$ cat src/rtl/fdl_pkg.sv
// Shared types and default constants for the FMDLL fine-delay-line controller.
package fdl_pkg;

  typedef enum logic [1:0] {
    IDLE   = 2'd0,
    SEARCH = 2'd1,
    TRACK  = 2'd2,
    LOCKED = 2'd3
  } fdl_state_e;

  localparam int         FDL_WIDTH      = 6;
  localparam logic [5:0] FDL_MID        = 6'b100000;
  localparam int         FDL_SETTLE     = 4;
  localparam int         FDL_FILT_DEPTH = 4;
  localparam int         FDL_LOCK_CNT   = 8;

endpackage

$ cat src/rtl/fdl_loop_filter.sv
// Signed vote accumulator: emits a one-cycle step request when the net
// phase-detector votes reach +/-FILT_DEPTH, then restarts from zero.
module fdl_loop_filter #(
  parameter int FILT_DEPTH = 4
) (
  input  logic clk_in,
  input  logic reset,
  input  logic clear,
  input  logic vote_valid,
  input  logic vote_up,
  input  logic vote_dn,
  output logic step_up,
  output logic step_dn
);

  localparam int AW = $clog2(FILT_DEPTH + 1) + 2;
  localparam logic signed [AW-1:0] DEPTH_P = AW'(FILT_DEPTH);
  localparam logic signed [AW-1:0] DEPTH_N = -DEPTH_P;

  logic signed [AW-1:0] acc_q, acc_d;
  logic signed [AW-1:0] vote;
  logic signed [AW-1:0] sum;

  // Fold the vote into the accumulator and raise a step request at threshold
  always_comb begin
    vote    = '0;
    sum     = '0;
    acc_d   = acc_q;
    step_up = 1'b0;
    step_dn = 1'b0;
    if (vote_up && !vote_dn) begin
      vote = AW'(1);
    end else if (vote_dn && !vote_up) begin
      vote = -AW'(1);
    end
    sum = acc_q + vote;
    if (clear) begin
      acc_d = '0;
    end else if (vote_valid) begin
      if (sum >= DEPTH_P) begin
        step_up = 1'b1;
        acc_d   = '0;
      end else if (sum <= DEPTH_N) begin
        step_dn = 1'b1;
        acc_d   = '0;
      end else begin
        acc_d = sum;
      end
    end
  end

  // Accumulator register
  always_ff @(posedge clk_in) begin
    if (reset) begin
      acc_q <= '0;
    end else begin
      acc_q <= acc_d;
    end
  end

endmodule

$ cat src/rtl/fdl_ctrl.sv
// Fine-delay-line controller: successive-approximation search for the delay
// code, followed by filtered +/-1 tracking and lock detection.
module fdl_ctrl
  import fdl_pkg::*;
#(
  parameter int WIDTH      = FDL_WIDTH,
  parameter int SETTLE     = FDL_SETTLE,
  parameter int FILT_DEPTH = FDL_FILT_DEPTH,
  parameter int LOCK_CNT   = FDL_LOCK_CNT
) (
  input  logic             clk_in,
  input  logic             reset,
  input  logic             enable,
  input  logic             pd_valid,
  input  logic             pd_up,
  input  logic             pd_dn,
  output logic [WIDTH-1:0] Q,
  output logic [WIDTH-1:0] Qb,
  output logic             locked,
  output logic             at_max,
  output logic             at_min,
  output logic             sat_err
);

  localparam int BW = $clog2(WIDTH);
  localparam int SW = $clog2(SETTLE + 1);
  localparam int LW = $clog2(LOCK_CNT + 1);

  localparam logic [WIDTH-1:0] MID      = {1'b1, {(WIDTH-1){1'b0}}};
  localparam logic [WIDTH-1:0] Q_MAX    = '1;
  localparam logic [BW-1:0]    TOP_BIT  = BW'(WIDTH - 1);
  localparam logic [SW-1:0]    SETTLE_V = SW'(SETTLE);
  localparam logic [LW-1:0]    LOCK_V   = LW'(LOCK_CNT);

  fdl_state_e       state_q, state_d;
  logic [WIDTH-1:0] q_q, q_d;
  logic [BW-1:0]    bit_q, bit_d;
  logic [SW-1:0]    settle_q, settle_d;
  logic [LW-1:0]    lock_q, lock_d;
  logic             locked_q, locked_d;
  logic             at_max_q, at_max_d;
  logic             at_min_q, at_min_d;
  logic             sat_err_q, sat_err_d;

  logic sample;
  logic filt_clear;
  logic filt_valid;
  logic step_up;
  logic step_dn;

  fdl_loop_filter #(
    .FILT_DEPTH(FILT_DEPTH)
  ) u_filter (
    .clk_in    (clk_in),
    .reset     (reset),
    .clear     (filt_clear),
    .vote_valid(filt_valid),
    .vote_up   (pd_up),
    .vote_dn   (pd_dn),
    .step_up   (step_up),
    .step_dn   (step_dn)
  );

  // Next-state, SAR bit decisions, tracking steps, settle blanking and lock counting
  always_comb begin
    state_d    = state_q;
    q_d        = q_q;
    bit_d      = bit_q;
    settle_d   = settle_q;
    lock_d     = lock_q;
    sat_err_d  = sat_err_q;
    filt_clear = 1'b0;
    filt_valid = 1'b0;
    sample     = pd_valid && (settle_q == '0);

    if (settle_q != '0) begin
      settle_d = settle_q - 1'b1;
    end

    if (!enable) begin
      state_d    = IDLE;
      q_d        = MID;
      bit_d      = TOP_BIT;
      settle_d   = '0;
      lock_d     = '0;
      sat_err_d  = 1'b0;
      filt_clear = 1'b1;
    end else begin
      case (state_q)
        IDLE: begin
          state_d    = SEARCH;
          q_d        = MID;
          bit_d      = TOP_BIT;
          settle_d   = SETTLE_V;
          filt_clear = 1'b1;
        end
        SEARCH: begin
          if (sample) begin
            if (!pd_up) begin
              q_d[bit_q] = 1'b0;
            end
            if (bit_q != '0) begin
              q_d[bit_q - 1'b1] = 1'b1;
              bit_d             = bit_q - 1'b1;
            end else begin
              state_d    = TRACK;
              lock_d     = '0;
              filt_clear = 1'b1;
            end
          end
        end
        TRACK, LOCKED: begin
          if (sample) begin
            filt_valid = 1'b1;
            if (step_up || step_dn) begin
              lock_d = '0;
              if (step_up && (q_q != Q_MAX)) begin
                q_d = q_q + 1'b1;
              end else if (step_dn && (q_q != '0)) begin
                q_d = q_q - 1'b1;
              end else begin
                sat_err_d = 1'b1;
                state_d   = TRACK;
              end
            end else begin
              if (lock_q != LOCK_V) begin
                lock_d = lock_q + 1'b1;
              end
              if ((state_q == TRACK) && (lock_d == LOCK_V)) begin
                state_d = LOCKED;
              end
            end
          end
        end
        default: begin
          state_d = IDLE;
          q_d     = MID;
        end
      endcase

      if ((state_q != IDLE) && (q_d != q_q)) begin
        settle_d = SETTLE_V;
      end
    end

    locked_d = (state_d == LOCKED);
    at_max_d = (q_d == Q_MAX);
    at_min_d = (q_d == '0);
  end

  // State and output registers with synchronous reset
  always_ff @(posedge clk_in) begin
    if (reset) begin
      state_q   <= IDLE;
      q_q       <= MID;
      bit_q     <= TOP_BIT;
      settle_q  <= '0;
      lock_q    <= '0;
      locked_q  <= 1'b0;
      at_max_q  <= 1'b0;
      at_min_q  <= 1'b0;
      sat_err_q <= 1'b0;
    end else begin
      state_q   <= state_d;
      q_q       <= q_d;
      bit_q     <= bit_d;
      settle_q  <= settle_d;
      lock_q    <= lock_d;
      locked_q  <= locked_d;
      at_max_q  <= at_max_d;
      at_min_q  <= at_min_d;
      sat_err_q <= sat_err_d;
    end
  end

  assign Q       = q_q;
  assign Qb      = ~q_q;
  assign locked  = locked_q;
  assign at_max  = at_max_q;
  assign at_min  = at_min_q;
  assign sat_err = sat_err_q;

endmodule

$ cat config.mk
export PLATFORM = sky130hd
export DESIGN_NAME = fdl_ctrl
export DESIGN_NICKNAME = d
export VERILOG_FILES = /design/src/rtl/fdl_pkg.sv /design/src/rtl/fdl_loop_filter.sv /design/src/rtl/fdl_ctrl.sv
export SDC_FILE = /design/constraint.sdc
export NUM_CORES = 1
export LEC_CHECK = 0
export BUFFER_PORTS_ARGS = -buffer_cell sky130_fd_sc_hd__buf_2
export CORE_ASPECT_RATIO = 0.8
export CORE_MARGIN = 3
export CORE_UTILIZATION = 50
export DETAILED_ROUTE_END_ITERATION = 10
export MAX_ROUTING_LAYER = met4
export PLACE_DENSITY = 0.69
export SETUP_SLACK_MARGIN = 0.05
export SYNTH_ARGS = -nofsm -noshare
export SYNTH_HDL_FRONTEND = slang
export SYNTH_SLANG_ARGS = --single-unit
$ cat constraint.sdc
create_clock -name clk_in -period 7.8 [get_ports clk_in]
set_input_delay 2.34 -clock clk_in [delete_from_list [all_inputs] [get_ports clk_in]]
set_output_delay 2.34 -clock clk_in [all_outputs]
set_load 0.02 [all_outputs]
==> impl_metrics.tcl, run 1 <==
set metrics [dict create \
    met2_length_mm 2.307 \
    h-tree-depth 1 \
    synth_ff_type "dfxtp_1" \
    seqCellArea_um2 540.5 \
    layout.cells.most_common "nand2_1" \
    syn_inst 294 \
    drt_iter0_markers 238 \
    timing.setup.tns_ps 0 \
    maxSlewHeadroom 0.4278 \
    crit_path_end_kind "flop" \
    insertion_delay_ps 280 \
    critPathRequiredTime_ps 8000 \
    synth_area_um2 2222 \
    antenna_found_initial 0 \
    num-nets-final 324 \
    synth-edff-count 0 \
    synth_cell_types 61 \
    status "finished, final reports clean" \
    vias 2218 \
    p_leak_nw 0.9283 \
    post_cts_buffers 0 \
    avgViaCountPerCell 6.161 \
    grt_max_degree 27 \
    antenna_left 0 \
    layout_common_cells "nand2_1, a21oi_1, dfxtp_1, nor2_1, buf_2" \
    dpl-instance-area_um2 2323 \
    post_cts_resize_count 0 \
    path_delay_family "simple AND/OR/NAND/NOR gates" \
    maxCapViolCount 0 \
    fp-row-count 21 \
    grt_first_pass_wirelength_mm 9.618 \
    diodes 0 \
    hp-class "reg -> reg" \
    drv_slew 0 \
    cts-hold-fix-buffers 0 \
    clock_sinks 27 \
    comb_power_share 0.124 \
    swShare 0.2657 \
    setup-violations-final 0 \
    critPathLaunchType "primary input" \
    power_w 0.0002536 \
    hpwl_mm 4.216 \
    drc 0 \
    powerDensity_nw_per_um2 107.0 \
    synth.avg_cell_area_um2 7.558 \
    top_layer_used "met4" \
    finClkSkew_ps 3.033 \
    drive_above_1_share 0.1353 \
    worstSetupPathType "in -> reg" \
    first_pass_iters 6 \
    track_usage 0.2346 \
    grt_pass1_vias 1975 \
    rsz0062_at_grt "no" \
    power_frac_seq 0.554 \
    path_clk_slew_ps 90 \
    worstMarginPinSlew_ps 857.1 \
    num_io_pins 22 \
    slowest_delay_ps 540 \
    wl_met3_um 461 \
    fillerInstances 403 \
    peakVddDrop_uv 95.66 \
    p_switching_w 0.00006739 \
    cp.buffers_inverters 2 \
    yosys_warnings 0 \
    cts-buffers-inserted 3 \
    cts_tree "yes" \
    clockPowerShare 0.322 \
    p_int_w 0.0001862 \
    synthToLayoutAreaGrowth_pct 6.644 \
    syn_nets 314 \
    wl_met1_mm 2.707 \
    wl_mm 5.541 \
    cp_data_arrival_time_ps 5550 \
    initial_core_util 0.5253 \
    die_w_um 80.54 \
    period_needed_ps 5350 \
    clock.fmax_mhz 186.9 \
    wl_per_cell_um 15.39 \
    port-buffer-count 21 \
    die_h_um 65.63 \
    ys_seq_area_frac 0.2432 \
    multiInputGateArea_um2 1535 \
    cp_max_fo 8 \
    fin_area_um2 2370 \
    async_reset_ff_frac 0 \
    finalCritPeriodShare 0.6859 \
    clock-root-buffer "clkbuf_8" \
    final_core_util 0.5602 \
    r2r_setup_slack_ps 4590 \
    clock_tree.buffer_depth 2 \
    overflow 0 \
    ys_ff_latch 27 \
    dieArea_um2 5285 \
    worstPathCellList "buf_2 -> inv_1 -> ha_1 -> xor2_1 -> ha_1 -> a21oi_1 -> xor2_1 -> nor4_1 -> nor3_4 -> and2_1 -> a221oi_1 -> a311oi_1 -> or4_4 -> nor4_2" \
    gp_congestion 0.9168 \
    hold_violations 0 \
    cp_slowest_cell "or4_4" \
    design.core.area_um2 4230 \
]
[path summary, 6_finish.rpt]
check | cells after the start | start | to
max reg2reg | 10 | bit_q[0] | at_max
max | 14 | pd_up | at_max
min | 2 | sat_err | sat_err
min reg2reg | 2 | sat_err | sat_err
[per-layer routing]
metal | track usage | up-vias
li1 | - | 1087
met1 | 0.3483 | 1015
met2 | 0.3275 | 107
met3 | 0.03836 | 9
met4 | 0.05907 | 0
met5 | - | -
[final cells by class]
class                      instances  share of cell area
multi-input combinational        232              0.6478
sequential                        27              0.2281
timing repair buffer              21             0.04435
inverter                          19             0.03010
tap                               57             0.03010
clock buffer                       3             0.01742
clock inverter                     1            0.002112
[tightest hold or removal path, stage by stage (launching register included)]
cell	delay [ps]
dfxtp_1	320
inv_1	50
a21oi_1	50
[synthesized netlist by cell type, types with 4 or more instances]
library cell | n | area, um2
a21oi_1 | 28 | 140.1
a31oi_1 | 4 | 25.02
clkbuf_1 | 11 | 41.29
dfxtp_1 | 27 | 540.5
ha_1 | 14 | 175.2
inv_1 | 19 | 71.32
nand2_1 | 32 | 120.1
nand2b_1 | 4 | 25.02
nand3_1 | 11 | 55.05
nand4_1 | 6 | 37.54
nor2_1 | 23 | 86.33
nor2b_1 | 5 | 31.28
nor3_1 | 8 | 40.04
o2111ai_1 | 5 | 43.79
o21ai_0 | 13 | 65.06
xnor2_1 | 5 | 43.79
xor2_1 | 5 | 43.79
[registers in the layout, indices dropped and copies added, names as in the netlist]
register / cells
bit_q: 3
state_q: 2
sat_err: 1
at_min: 1
settle_q: 3
locked: 1
Q: 6
lock_q: 4
at_max: 1
u_filter.acc_q: 5
[power groups by stage]
stage | Clock [W] | Combinational, W | Sequential (W)
final | 0.0000817 | 0.0000315 | 0.000140
after global routing | 0.0000893 | 0.0000349 | 0.000141
after CTS | 0.0000848 | 0.0000312 | 0.000140
after detailed placement | 0 | 0.0000311 | 0.000144
after global placement | 0 | 0.0000307 | 0.000144
after floorplan | 0 | 0.0000247 | 0.000143
[logic make-up after synthesis]
logic type,count (synthesis),synth area share
and+or+nand+nor,120,0.2990
xor gates and xnor gates,11,0.04673
buffers and inverters,35,0.06588
muxes,3,0.01351
AOI/OAI and AO/OA,84,0.2528
adders and majority gates,14,0.07883
DFF,27,0.2432
[through the flow]
| step | setup WS (ps) | hold WS, ps | instances |
|---|---|---|---|
| after global routing | 2208 | 474.1 | 360 |
| after floorplan | 2598 | 448.8 | 294 |
| after global placement | 2250 | 431.3 | 356 |
| final | 2450 | 451.0 | 360 |
| after CTS | 2458 | 455.5 | 360 |
| after detailed placement | 2170 | 439.5 | 356 |
(Power assumes the default switching activity.)
==> run 2, diff against run 1 <==
- ABC_AREA: not set -> 1
- PLACE_DENSITY: 0.69 -> 0.72
- clock period: 7.8 -> 4.3 ns (I/O delays scaled with it)
==> run 2 against run 1 <==
Net effect:
- core utilization grew 1.2 points
- via count decreased by 4.7%
- non-clock buffer count grew 2
- first-iteration DRC count fell by 50%
- setup slack worse by 1800 ps
- largest power group unchanged
- wire length is 6.7% lower
- synthesized cell count grew 11%
- highest routed layer unchanged
- die area unchanged
- sequential power increased by 82%
- cell area grew 2.2%
- critical path type unchanged
==> impl_metrics.tcl, run 2 <==
set metrics [dict create \
    status "finished, final reports clean" \
    grt_first_pass_wirelength_mm 9.177 \
    clock-root-buffer "clkbuf_8" \
    finalCritPeriodShare 0.8397 \
    worstSetupPathType "in -> reg" \
    die_h_um 65.63 \
    cp_max_fo 8 \
    hpwl_mm 4.194 \
    fp-row-count 21 \
    num_io_pins 22 \
    antenna_left 0 \
    vias 2114 \
    worstPathCellList "buf_2 -> inv_1 -> ha_1 -> inv_1 -> ha_1 -> ha_1 -> inv_1 -> nand2_1 -> inv_1 -> nand2_1 -> nand2_2 -> nor2_2 -> nand3_4 -> nand3_4 -> nand2_1 -> nand2_1 -> nand2_1 -> nand3_2 -> nand2_1 -> nand2_1 -> nand2_1 -> nor2_1 -> nand4_1 -> nor2_1" \
    p_int_w 0.0003381 \
    antenna_found_initial 0 \
    synth_area_leader_cell "dfxtp_1" \
    p_switching_w 0.0001245 \
    comb_power_share 0.140 \
    layout.cells.most_common "nand2_1" \
    overflow 0 \
    cts_tree "yes" \
    synth_cell_types 36 \
    wl_mm 5.169 \
    period_needed_ps 3611 \
    diodes 0 \
    h-tree-depth 1 \
    insertion_delay_ps 270 \
    die_w_um 80.54 \
    hp-class "reg -> reg" \
    cts-hold-fix-buffers 0 \
    num-nets-final 368 \
    setup-violations-final 0 \
    synth_area_leaders "dfxtp_1, nand2_1, ha_1" \
    clock_tree.buffer_depth 2 \
    synthTopCellsByCount "nand2_1, inv_1, dfxtp_1, nor2_1, nand3_1" \
    cp.buffers_inverters 5 \
    swShare 0.2692 \
    wl_per_cell_um 12.79 \
    synthDominantCellAreaShare 0.2432 \
    post_cts_resize_count 0 \
    clock_sinks 27 \
    drt_iter0_markers 119 \
    drv_slew 0 \
    syn_inst 325 \
    synth_ff_type "dfxtp_1" \
    cp_data_arrival_time_ps 3810 \
    avgViaCountPerCell 5.233 \
    yosysMostFrequentCell "nand2_1" \
    maxCapViolCount 0 \
    rsz0062_at_grt "no" \
    critPathRequiredTime_ps 4500 \
    clock.fmax_mhz 277.0 \
    drc 0 \
    design.core.area_um2 4230 \
    path_delay_family "simple AND/OR/NAND/NOR gates" \
    setup_slack_ps 689.5 \
    peakVddDrop_uv 138.0 \
    cts-buffers-inserted 3 \
    post_cts_buffers 0 \
    first_pass_iters 4 \
    synth_area_um2 2222 \
    clockPowerShare 0.308 \
    critPathLaunchType "primary input" \
    pre_cts_ws_ps 420.2 \
    gp_congestion 0.9108 \
    syn_nets 345 \
    ys_seq_area_frac 0.2432 \
    power_frac_seq 0.552 \
    drive_above_1_share 0.2017 \
    synth.avg_cell_area_um2 6.837 \
    cp_slowest_cell "ha_1" \
    ys_ff_latch 27 \
    track_usage 0.2245 \
    initial_core_util 0.5253 \
    async_reset_ff_frac 0 \
    hold_violations 0 \
    powerDensity_nw_per_um2 191.0 \
    p_leak_nw 1.155 \
    worstMarginPinSlew_ps 577.5 \
    synthToLayoutAreaGrowth_pct 9.009 \
    slowest_delay_ps 260 \
    crit_path_end_kind "flop" \
    r2r_setup_slack_ps 1710 \
    maxSlewHeadroom 0.6109 \
    synth-edff-count 0 \
    yosys_warnings 0 \
    path_clk_slew_ps 90 \
    grt_pass1_vias 1935 \
    dieArea_um2 5285 \
    port-buffer-count 21 \
    crit_top_cell "nand2_1" \
    timing.setup.tns_ps 0 \
    largest_reg_flops 6 \
    grt_max_degree 16 \
    finClkSkew_ps 5.810 \
    layout_common_cells "nand2_1, inv_1, dfxtp_1, nor2_1, nand3_1" \
]
run 2: changes by cell type in the layout (fill, tap and decap cells not counted), moves of 5 or more:
cell	change
nand3_2	+11
nand2_2	+10
nand3_1	+11
inv_1	+17
o2111ai_1	-5
a21oi_1	-14
nand4_1	+8
nor2b_1	-5
nand2_1	+48
run 2: cell families (layout without fill, tap and decap cells):
family | Yosys count | count (layout) | synth area share
XOR/XNOR | 12 | 12 | 0.04730
buffers and inverters | 49 | 71 | 0.09402
flip-flops | 27 | 27 | 0.2432
adder cells (fa/ha/maj) | 14 | 14 | 0.07883
AO/OA/AOI/OAI | 40 | 40 | 0.1036
AND/OR/NAND/NOR | 183 | 183 | 0.4330
run 2: routing by layer:
metal  share of wire  vias up  track usage
met5               0        -            -
met4          0.0077        0      0.05063
met3           0.053        4      0.03014
met2            0.44       46       0.3419
met1            0.50      948       0.3167
li1                -     1116            -
run 2: final timing paths:
check | cells after the start | start | to
setup reg to reg | 19 | settle_q[0] | settle_q[0]
hold reg to reg | 1 | sat_err | sat_err
setup / recovery | 24 | pd_up | settle_q[0]
hold / removal | 1 | sat_err | sat_err
run 2: area by class of cell:
| class | instances | area (um2) |
|---|---|---|
| fillers | 421 | 1808 |
| well taps | 57 | 71.32 |
| multi-input cells | 249 | 1473 |
| clock buffers | 3 | 41.29 |
| inverters | 44 | 171.4 |
| repair buffers | 23 | 120.1 |
| flip-flops and latches | 27 | 540.5 |
| clock inverters | 1 | 5.005 |
run 2: power groups by stage:
stage	registers (W)	clock network [W]	logic [W]
after floorplan	0.000261	0	0.0000479
after global placement	0.000261	0	0.0000633
after detailed placement	0.000261	0	0.0000640
after CTS	0.000255	0.000148	0.0000644
after global routing	0.000256	0.000158	0.0000729
final	0.000255	0.000143	0.0000646
run 2: worst register-to-register path: stages (launching register included):
cell and delay, ps:
dfxtp_1 330, inv_1 50, ha_1 160, ha_1 280
nand2_2 150, nor2_2 120, inv_2 70, nor2_8 130
inv_4 90, nor2_8 150, nand4_1 110, nand2_1 100
nand2_1 60, nand3_2 90, nand2_1 90, nand2_1 70
nand2_1 50, nor2_1 160, nand4_1 150, nor2_1 130
run 2: stage by stage:
stage	utilization	power [W]	hold WS, ps	cells	area (um2)
2_1_floorplan	-	0.0003086	448.2	325	2222
3_3_place_gp	0.5617	0.0003244	443.7	400	2376
3_5_place_dp	0.5617	0.0003251	474.6	400	2376
4_1_cts	0.5726	0.0004678	498.5	404	2422
5_1_grt	0.5726	0.0004867	510.5	404	2422
6_report	0.5726	0.0004626	486.6	404	2422
